File: config.mk
export PLATFORM = sky130hd
export DESIGN_NAME = serial_word_assembler
export DESIGN_NICKNAME = d
export VERILOG_FILES = /design/src/rtl/serial_word_assembler.sv
export SDC_FILE = /design/constraint.sdc
export NUM_CORES = 1
export LEC_CHECK = 0
export ABC_AREA = 1
export CORE_ASPECT_RATIO = 2
export CORE_MARGIN = 3
export CORE_UTILIZATION = 51
export DETAILED_ROUTE_END_ITERATION = 8
export GPL_TIMING_DRIVEN = 0
export PLACE_DENSITY_LB_ADDON = 0.08
export SETUP_SLACK_MARGIN = 0.5
export SYNTH_ARGS = -nofsm -noshare
export SYNTH_HDL_FRONTEND = slang
export SYNTH_SLANG_ARGS = --single-unit
File: constraint.sdc
create_clock -name clk -period 2.95 [get_ports clk]
set_input_delay 0.59 -clock clk [delete_from_list [all_inputs] [get_ports clk]]
set_output_delay 0.59 -clock clk [all_outputs]
set_load 0.02 [all_outputs]
File: src/rtl/serial_word_assembler.sv
// Serial-to-parallel word assembler: collects MSB-first or LSB-first bit streams
// into DATA_WIDTH-bit words, with one word of buffering behind the output register.
module serial_word_assembler #(
  parameter int unsigned DATA_WIDTH = 32
) (
  input  logic                  clk,
  input  logic                  reset,
  input  logic                  din,
  input  logic                  din_valid,
  output logic                  din_ready,
  input  logic                  msb_first,
  output logic [DATA_WIDTH-1:0] dout,
  output logic                  dout_valid,
  input  logic                  dout_ready
);

  localparam int unsigned CW = (DATA_WIDTH > 1) ? $clog2(DATA_WIDTH) : 1;
  localparam logic [CW-1:0] LAST = CW'(DATA_WIDTH - 1);

  logic [CW-1:0]         cnt;
  logic [CW-1:0]         pos;
  logic                  order_q;
  logic                  order;
  logic [DATA_WIDTH-1:0] shreg;
  logic [DATA_WIDTH-1:0] word_next;
  logic [DATA_WIDTH-1:0] pend_word;
  logic                  pending;
  logic                  accept;
  logic                  complete;
  logic                  slot_free;

  // Bit order is taken live on the first bit of a word, then from the latch.
  always_comb begin
    din_ready      = !pending;
    accept         = din_valid && din_ready;
    order          = (cnt == '0) ? msb_first : order_q;
    pos            = order ? (LAST - cnt) : cnt;
    word_next      = (cnt == '0) ? '0 : shreg;
    word_next[pos] = din;
    complete       = accept && (cnt == LAST);
    slot_free      = !dout_valid || dout_ready;
  end

  always_ff @(posedge clk) begin
    if (reset) begin
      cnt        <= '0;
      order_q    <= 1'b0;
      shreg      <= '0;
      pend_word  <= '0;
      pending    <= 1'b0;
      dout       <= '0;
      dout_valid <= 1'b0;
    end else begin
      if (accept) begin
        shreg <= word_next;
        cnt   <= complete ? '0 : cnt + 1'b1;
        if (cnt == '0)
          order_q <= msb_first;
      end
      // While pending, din_ready is low so no word can complete in this branch.
      if (pending) begin
        if (dout_valid && dout_ready) begin
          dout    <= pend_word;
          pending <= 1'b0;
        end
      end else if (complete) begin
        if (slot_free) begin
          dout       <= word_next;
          dout_valid <= 1'b1;
        end else begin
          pend_word <= word_next;
          pending   <= 1'b1;
        end
      end else if (dout_valid && dout_ready) begin
        dout_valid <= 1'b0;
      end
    end
  end

endmodule

======== Word level (Yosys, flattened, before mapping) ========
Index checks and enable logic that the tools add are counted.
word-level totals
  register bits ........................... 104
  input bits .............................. 6
  output and inout port bits .............. 34
  word-level logic and storage cells ...... 48
cells by class
  $add $sub $neg .......................... 2
  magnitude comparators ................... 2
  equality and inequality tests ........... 3
  multiplexer cells ....................... 18
  bitwise operators ....................... 2
  reductions and logical operators ........ 14
operators with widths
  kind                                                                     number
  32-bit 2-to-1 mux                                                        5
  32-bit bitwise mux                                                       1
  5-bit 2-to-1 mux                                                         2
  1-bit 2-to-1 mux                                                         9
  3-bit AND reduction                                                      3
  5-bit by 6-bit < comparator with 1-bit output, second input constant     1
  2-bit nonzero test                                                       3
  5-bit by 1-bit adder with 5-bit output, second input constant            1
  1-bit demux with 5-bit select                                            1
  5-bit == test, second input constant                                     1
  5-bit by 1-bit >= comparator with 1-bit output, second input constant    1
  5-bit logical NOT                                                        1
  5-bit subtractor, first input constant                                   1
  1-bit logical AND                                                        4
  2-bit by 1-bit inequality test with 1-bit output, second input constant  2
  1-bit logical NOT                                                        2
  1-bit NOT                                                                2
  1-bit logical OR                                                         1

======== Longest topological paths before layout ========
  depth after elaboration ................. 11
  mapped depth ............................ 15
  mapped depth without buffers ............ 15

======== Worst setup path before layout ========
No wires, ideal clock.
  path type ............................... flip-flop to flip-flop
  start point ............................. register cnt[0]
  end point ............................... register dout[17]
  arrival ................................. 1.788 ns
  data required time ...................... 2.814 ns
  slack ................................... 1.026 ns
  stages on the path, launching flop included .. 15
  path buffers ............................ 0
  cell sequence ........................... dfxtp_1 -> inv_1 -> ha_1 -> inv_1 -> nor2_4 -> nand2_4 -> nand2_4 -> nand2_2 -> nand2_2 -> nand2_4 -> nand2_8 -> o21bai_2 -> nand3_1 -> nand2_1 -> a21oi_2
on the way
  cells in the longest elaborated chain, start to end .. 11
ends and longest elaborated chain
  item                                                                                    line  source
  start: declaration                                                                      20    logic [CW-1:0] cnt;
  start signal: assignment                                                                56    cnt <= complete ? '0 : cnt + 1'b1;
  branches (longest 11 deep; another with 5-bit by 6-bit < comparator with 1-bit output)  -
  end signal: assignment                                                                  63    dout <= pend_word;
  end signal: assignment                                                                  68    dout <= word_next;
  end: declaration                                                                        12    output logic [DATA_WIDTH-1:0] dout,
Parallel ways; which one is timed is not known. The select of a mux whose other input is x is not followed.
A chain may end at the register's enable or synchronous reset.

======== Worst setup path after layout ========
  start point ............................. register cnt[0]
  end point ............................... register dout[26]
Same word-level chain as after synthesis.

==> flow_metrics.tcl <==
set metrics [dict create \
    final-max-slew-violation-count 0 \
    top_count_cell_post_synth "nand2_1" \
    timing.critical_path.from "cnt[0]$_SDFFE_PP0P_" \
    area_growth_syn_to_layout_pct 14.5 \
    ys.warnings.count 0 \
    grt-ovfl-total 0 \
    finalWeightedCongestion 0.902 \
    ir_drop_mv 0.312 \
    cts_setup_buffers 0 \
    final_nets 797 \
    detailroute.via_count 5254 \
    ys_top_cells_by_count "nand2_1, nand3_1, dfxtp_1" \
    clock_tree_from_tritoncts "yes" \
    setup_slack_ps 675 \
    part_of_the_cycle_the_worst_path_needs 0.771 \
    clk_lat_worst_skew_ps 350 \
    ios 40 \
    edff_count_synth 0 \
    post_synth_inst_count 739 \
    antenna_cells_inserted 0 \
    die_height_um 157 \
    dp_hpwl_mm 11.5 \
    r2r_end "dout[26]$_SDFFE_PP0P_" \
    ys_types 27 \
    cts-htree-levels 3 \
    endpoint_kind "flop" \
    via_count_of_the_first_global_routing_pass 5365 \
    ff_latch_count_synth 104 \
    setup.worst_path.end "dout[26]$_SDFFE_PP0P_" \
    setup_violations 0 \
    grt_pass1_wl_mm 26.0 \
    drt_drc_violations_left 0 \
    routed_via_density 5.63 \
    finalCriticalPeriod_ps 2280 \
    worst_rel_slew_slack 0.564 \
    worst_hold_path_type "flop to flop" \
    fmax_mhz 439 \
    syn_nets 748 \
    io_buffer_count 38 \
    synth.area.top_cells "dfxtp_1, nand3_1, o211ai_1" \
    synthDominantCellAreaShare 0.356 \
    tightest_slew_ps 654 \
    synthFlopType "dfxtp_1" \
    run_status "finished, final reports clean" \
    max_cap_violations 0 \
    r2r.worst_path.cells 15 \
    die_area_um2 12900 \
    cts_hold_buf 0 \
    antenna_violations_before_repair 0 \
    final_cell_count_without_fillers 933 \
    route.final.wire_length_mm 15.7 \
    netlist.top_cell.by_area "dfxtp_1" \
    cts.reportedPaths.clkPinSlew_ps 70 \
    layout-drive-gt1-share 0.219 \
    gr-usage-all-layers 0.259 \
    reg2reg_from "cnt[0]$_SDFFE_PP0P_" \
    die_x_um 81.7 \
    critical_path_required_ps 3160 \
    final_number_of_hold_violating_endpoints 0 \
    wl_per_cell_um 16.8 \
    tritoncts.num_buffers 9 \
    place_worst_setup_slack_ps 204 \
    setup_tns_ps 0 \
    rrSetupSlack_ps 670 \
    drtIter0Drc 360 \
    numClockSinks 104 \
    start_util 0.528 \
    cts.path.max_buffers 2 \
    unrepaired_setup_endpoints_after_global_routing "false" \
    synth_sequential_area_ratio 0.356 \
    ctsRootBufferMaster "clkbuf_16" \
    largest_net_degree_at_the_start_of_global_routing 18 \
    timing_worst_setup_path_type "flop to flop" \
    design.core.area_um2 11100 \
    ant_nets_after_route 0 \
    crit_path_max_fanout 9 \
    power_density_nw_per_um2 483 \
    cell_area_after_technology_mapping_um2 5850 \
    static_leakage_uw 0.00298 \
    synth_area_per_cell_um2 7.92 \
    layout.filler_cells 1039 \
    timing.critical_path.from_type "flop" \
    data_arrival_at_the_endpoint_of_the_critical_path_ps 2490 \
    post_synthesis_async_set_or_reset_flop_share 0 \
    floorplan.rows 54 \
    drtPass1Iterations 5 \
    inst_count_dp 917 \
    fin_skew_ps 5.53 \
]
==> cell families after synthesis <==
logic type	after synthesis	share of synthesized area
and+or+nand+nor	364	0.347
adders and majority gates	3	0.00642
AOI/OAI and AO/OA	140	0.196
buffers and inverters	127	0.0926
DFF	104	0.356
xor gates and xnor gates	1	0.00150
==> routing by layer <==
metal | up-vias | GRT usage | share of wire
met5 | - | 0 | 0
met4 | 0 | 0.124 | 0.036
met3 | 48 | 0.0407 | 0.049
met2 | 157 | 0.469 | 0.54
met1 | 2465 | 0.285 | 0.38
li1 | 2584 | - | -
==> registers in the layout, summed over array words and instances, names as in the netlist <==
name,count
order_q,1
dout_valid,1
pending,1
dout,32
shreg,32
pend_word,32
cnt,5
==> through the flow <==
step / hold WS, ps / power (uW) / cell area [um^2] / util
after detailed placement: 460 / 2140 / 6410 / 0.578
after floorplan: 465 / 1990 / 5850 / -
final: 465 / 3240 / 6700 / 0.605
after global routing: 482 / 3370 / 6700 / 0.605
after global placement: 452 / 2120 / 6410 / 0.578
after CTS: 470 / 3260 / 6690 / 0.604
==> worst min-delay path by stage <==
stage                     cells after the start                        end                 startpoint  slack, ps
after floorplan                               2  pend_word[0]$_SDFFE_PP0P_  pend_word[0]$_SDFFE_PP0P_        470
after global placement                        2      dout[24]$_SDFFE_PP0P_      dout[24]$_SDFFE_PP0P_        450
after detailed placement                      2       dout[4]$_SDFFE_PP0P_       dout[4]$_SDFFE_PP0P_        460
after CTS                                     2       dout[4]$_SDFFE_PP0P_       dout[4]$_SDFFE_PP0P_        470
after global routing                          2      dout[24]$_SDFFE_PP0P_      dout[24]$_SDFFE_PP0P_        480
final                                         2      dout[11]$_SDFFE_PP0P_      dout[11]$_SDFFE_PP0P_        460
==> layout by cell type (no fill, tap or decap), types with 4 or more instances in the layout <==
cell | synthesis | routed
nand2_1 | 108 | 108
nor2_1 | 67 | 67
a21oi_1 | 17 | 17
inv_2 | 4 | 4
nand3_2 | 43 | 43
nand2_4 | 10 | 10
clkinv_8 | 4 | 4
dfxtp_1 | 104 | 103
inv_1 | 76 | 76
o211ai_1 | 64 | 64
nand2_2 | 13 | 13
clkdlybuf4s50_1 | 0 | 37
o21ai_0 | 5 | 5
nand2_8 | 4 | 4
clkbuf_16 | 0 | 9
clkbuf_2 | 0 | 4
buf_2 | 12 | 9
nor2_4 | 10 | 10
clkbuf_4 | 0 | 4
a21oi_2 | 19 | 19
nand3_1 | 106 | 106
o21bai_2 | 32 | 32
clkbuf_1 | 25 | 25
==> power by group <==
group / switching (uW) / internal [uW]
Combinational: 479 / 175
Sequential: 22.7 / 1440
Clock: 544 / 583
==> area by class of cell <==
class,instances,area (um^2),share of cell area
repair buffers,38,379,0.0566
flip-flops and latches,104,2080,0.311
clock buffers,11,233,0.0347
plain buffers,43,196,0.0293
inverters,84,365,0.0545
clock inverters,5,41.3,0.00616
multi-input cells,508,3230,0.482
well taps,140,175,0.0261
==> what timing repair did <==
action	in CTS	in global routing
gates resized for setup	5	9
setup endpoints to repair	1	47
hold endpoints to repair	0	0
==> critical path: stages (launching register included) <==
cell and delay, ps:
dfxtp_2 350, inv_1 160, ha_1 170, inv_1 60, nor2_4 140, nand2_4 120, nand2_4 140, nand2_2 130
nand2_2 100, nand2_4 100, nand2_8 180, clkinv_8 110, nand3_2 120, nand3_1 90, nand2_1 110, a21oi_2 50
(Power assumes the default switching activity.)
==> patch (same settings) <==
The parameter `DATA_WIDTH` goes from 32 to 64.
--- a/src/rtl/serial_word_assembler.sv
+++ b/src/rtl/serial_word_assembler.sv
@@ -3,3 +3,3 @@
 module serial_word_assembler #(
-  parameter int unsigned DATA_WIDTH = 32
+  parameter int unsigned DATA_WIDTH = 64
 ) (
Interface: changed (resized dout); port bits go from 40 to 72. No check against the original RTL was run, so the function may have changed too.
==> patch against the unedited design <==
Wire length rose to 2.6 times the old value. Maximum frequency down 7.0%. Setup slack worse by 170 ps. Combinational power up 150%. Sequential cell count up 97. Total power up 120%. Cell area up 110%. Area after synthesis up 87%. Largest cell class unchanged.
==> patch: results <==
synthesis:
  synthFlopType: "dfxtp_1"
  synth.net_count: 1677
  synth.distinct_cells: 34
  synth_top_cells_by_area: "dfxtp_1 (37%), nand3_1 (18%), nand2_1 (12%)"
  synth-warning-count: 0
  ys_seq_area_share_pct: 36.7
  synthTopCellsByCount: "nand3_1 (400), nand2_1 (349), dfxtp_1 (201)"
  ys_async_sr_fraction_pct: 0
cells_and_area:
  antennaDiodeCount: 0
  drive_above_1_share_pct: 14.2
  reg.largest.list: "dout: 64 flops, pend_word: 64 flops, shreg: 64 flops"
  nets: 1837
grt:
  grt_usage_pct: 33.6
  grt_pass1_wl_um: 60600
  grt_max_degree: 15
  grt_pass1_vias: 11500
  antenna_found_initial: 0
pwr:
  ir_worst_vdd_uv: 513
  p_leak_uw: 0.00653
placement:
  dp_slack_ps: -50.9
  gp_congestion: 0.978
  dpl.hpwl_um: 27500
  port_buffers: 71
critical_path:
  worstPathMaxFanout: 5
  critical_path_arrival_ps: 2860
  critPathSlowestCell: "dfxtp_4"
  max_stage_delay_ps: 350
flow_run:
  cap_violations: 0
detailed_routing:
  via_count: 12300
  dr.pass1.iters: 6
  drt_iter0_markers: 1240
  routed_wl_um: 41000
sta:
  finalSetupTns_ps: 0
  fin_skew_ps: 12.1
  slew-limit-headroom_pct: 37.1
cts:
  clk_pin_slew_ps: 70
  cts_root_buf: "clkbuf_16"
  cts_buffer_depth: 3
  cts_buffers: 20
  clk_latency_ps: 520
  cts_max_level: 1
hold_path:
  min_path_type: "flip-flop to flip-flop"
status:
  status: "completed"
## patch: cell count changes after synthesis, moves of 65 or more
cell / unedited run / this run
nor2_1: 67 / 133
inv_1: 76 / 141
nand3_1: 106 / 400
nand2_1: 108 / 349
a21oi_1: 17 / 132
dfxtp_1: 104 / 201
## patch: logic make-up (layout without fill, tap and decap cells)
family                     Yosys count  after routing  share of synthesized area [%]
and+or+nand+nor                    913            915                           37.7
buffers and inverters              286            456                           11.6
AOI/OAI and AO/OA                  265            265                           13.6
DFF                                201            201                           36.7
adders and majority gates            2              2                          0.228
xor gates and xnor gates             2              2                          0.160
## patch: final cells by class
| type | instances | area [µm²] |
|---|---|---|
| Timing Repair Buffer | 136 | 1380 |
| Multi-Input combinational cell | 1184 | 5990 |
| Sequential cell | 201 | 4030 |
| Clock inverter | 9 | 145 |
| Buffer | 136 | 871 |
| Tap cell | 269 | 337 |
| Clock buffer | 25 | 561 |
| Inverter | 150 | 574 |
| Fill cell | 1902 | 7130 |
## patch: critical path, delay by kind of cell, from the launching register on
| kind | cells | cell delay [ps] |
|---|---|---|
| flops | 1 | 350 |
| fa+ha+maj | 1 | 130 |
| simple gates | 9 | 1270 |
| buf+inv | 6 | 590 |
## patch: power breakdown
group / leakage [µW] / internal, µW / switching, µW
clock network: 0.000352 / 1690 / 1120
registers: 0.00163 / 2770 / 50.5
logic: 0.00454 / 587 / 1040
total: 0.00653 / 5050 / 2210
## patch: path summary, 6_finish.rpt
| path | start | to | slack [ps] | cells past startpoint |
|---|---|---|---|---|
| hold / removal | dout[54] | dout[54] | 530 | 2 |
| hold reg to reg | dout[54] | dout[54] | 530 | 2 |
| setup reg to reg | cnt[0] | pend_word[29] | 500 | 16 |
| setup / recovery | cnt[0] | pend_word[29] | 500 | 16 |
## patch: stage by stage
stage | total power [µW] | hold WS, ps | cells | area (µm²)
floorplan | 3630 | 492 | 1669 | 11000
global placement | 4000 | 513 | 2009 | 12000
detailed placement | 4010 | 514 | 2009 | 12000
CTS | 6880 | 494 | 2058 | 12900
global route | 7460 | 553 | 2110 | 13900
finish | 7270 | 530 | 2110 | 13900
## patch: what timing repair did
item / 4_1_cts / 5_1_grt
setup buffers: 15 / 45
gates resized for setup: 27 / 114
hold buffers: 0 / 0
cloned: 0 / 7
endpoints found under the setup margin: 169 / 192
pin swaps: 9 / 37
## patch: metal layers
layer	share of wire, %	GRT usage, %	up-vias
li1	-	-	5800
met1	33	35.4	5641
met2	50	59.5	628
met3	7.7	4.84	229
met4	8.6	24.2	0
met5	0	0	-
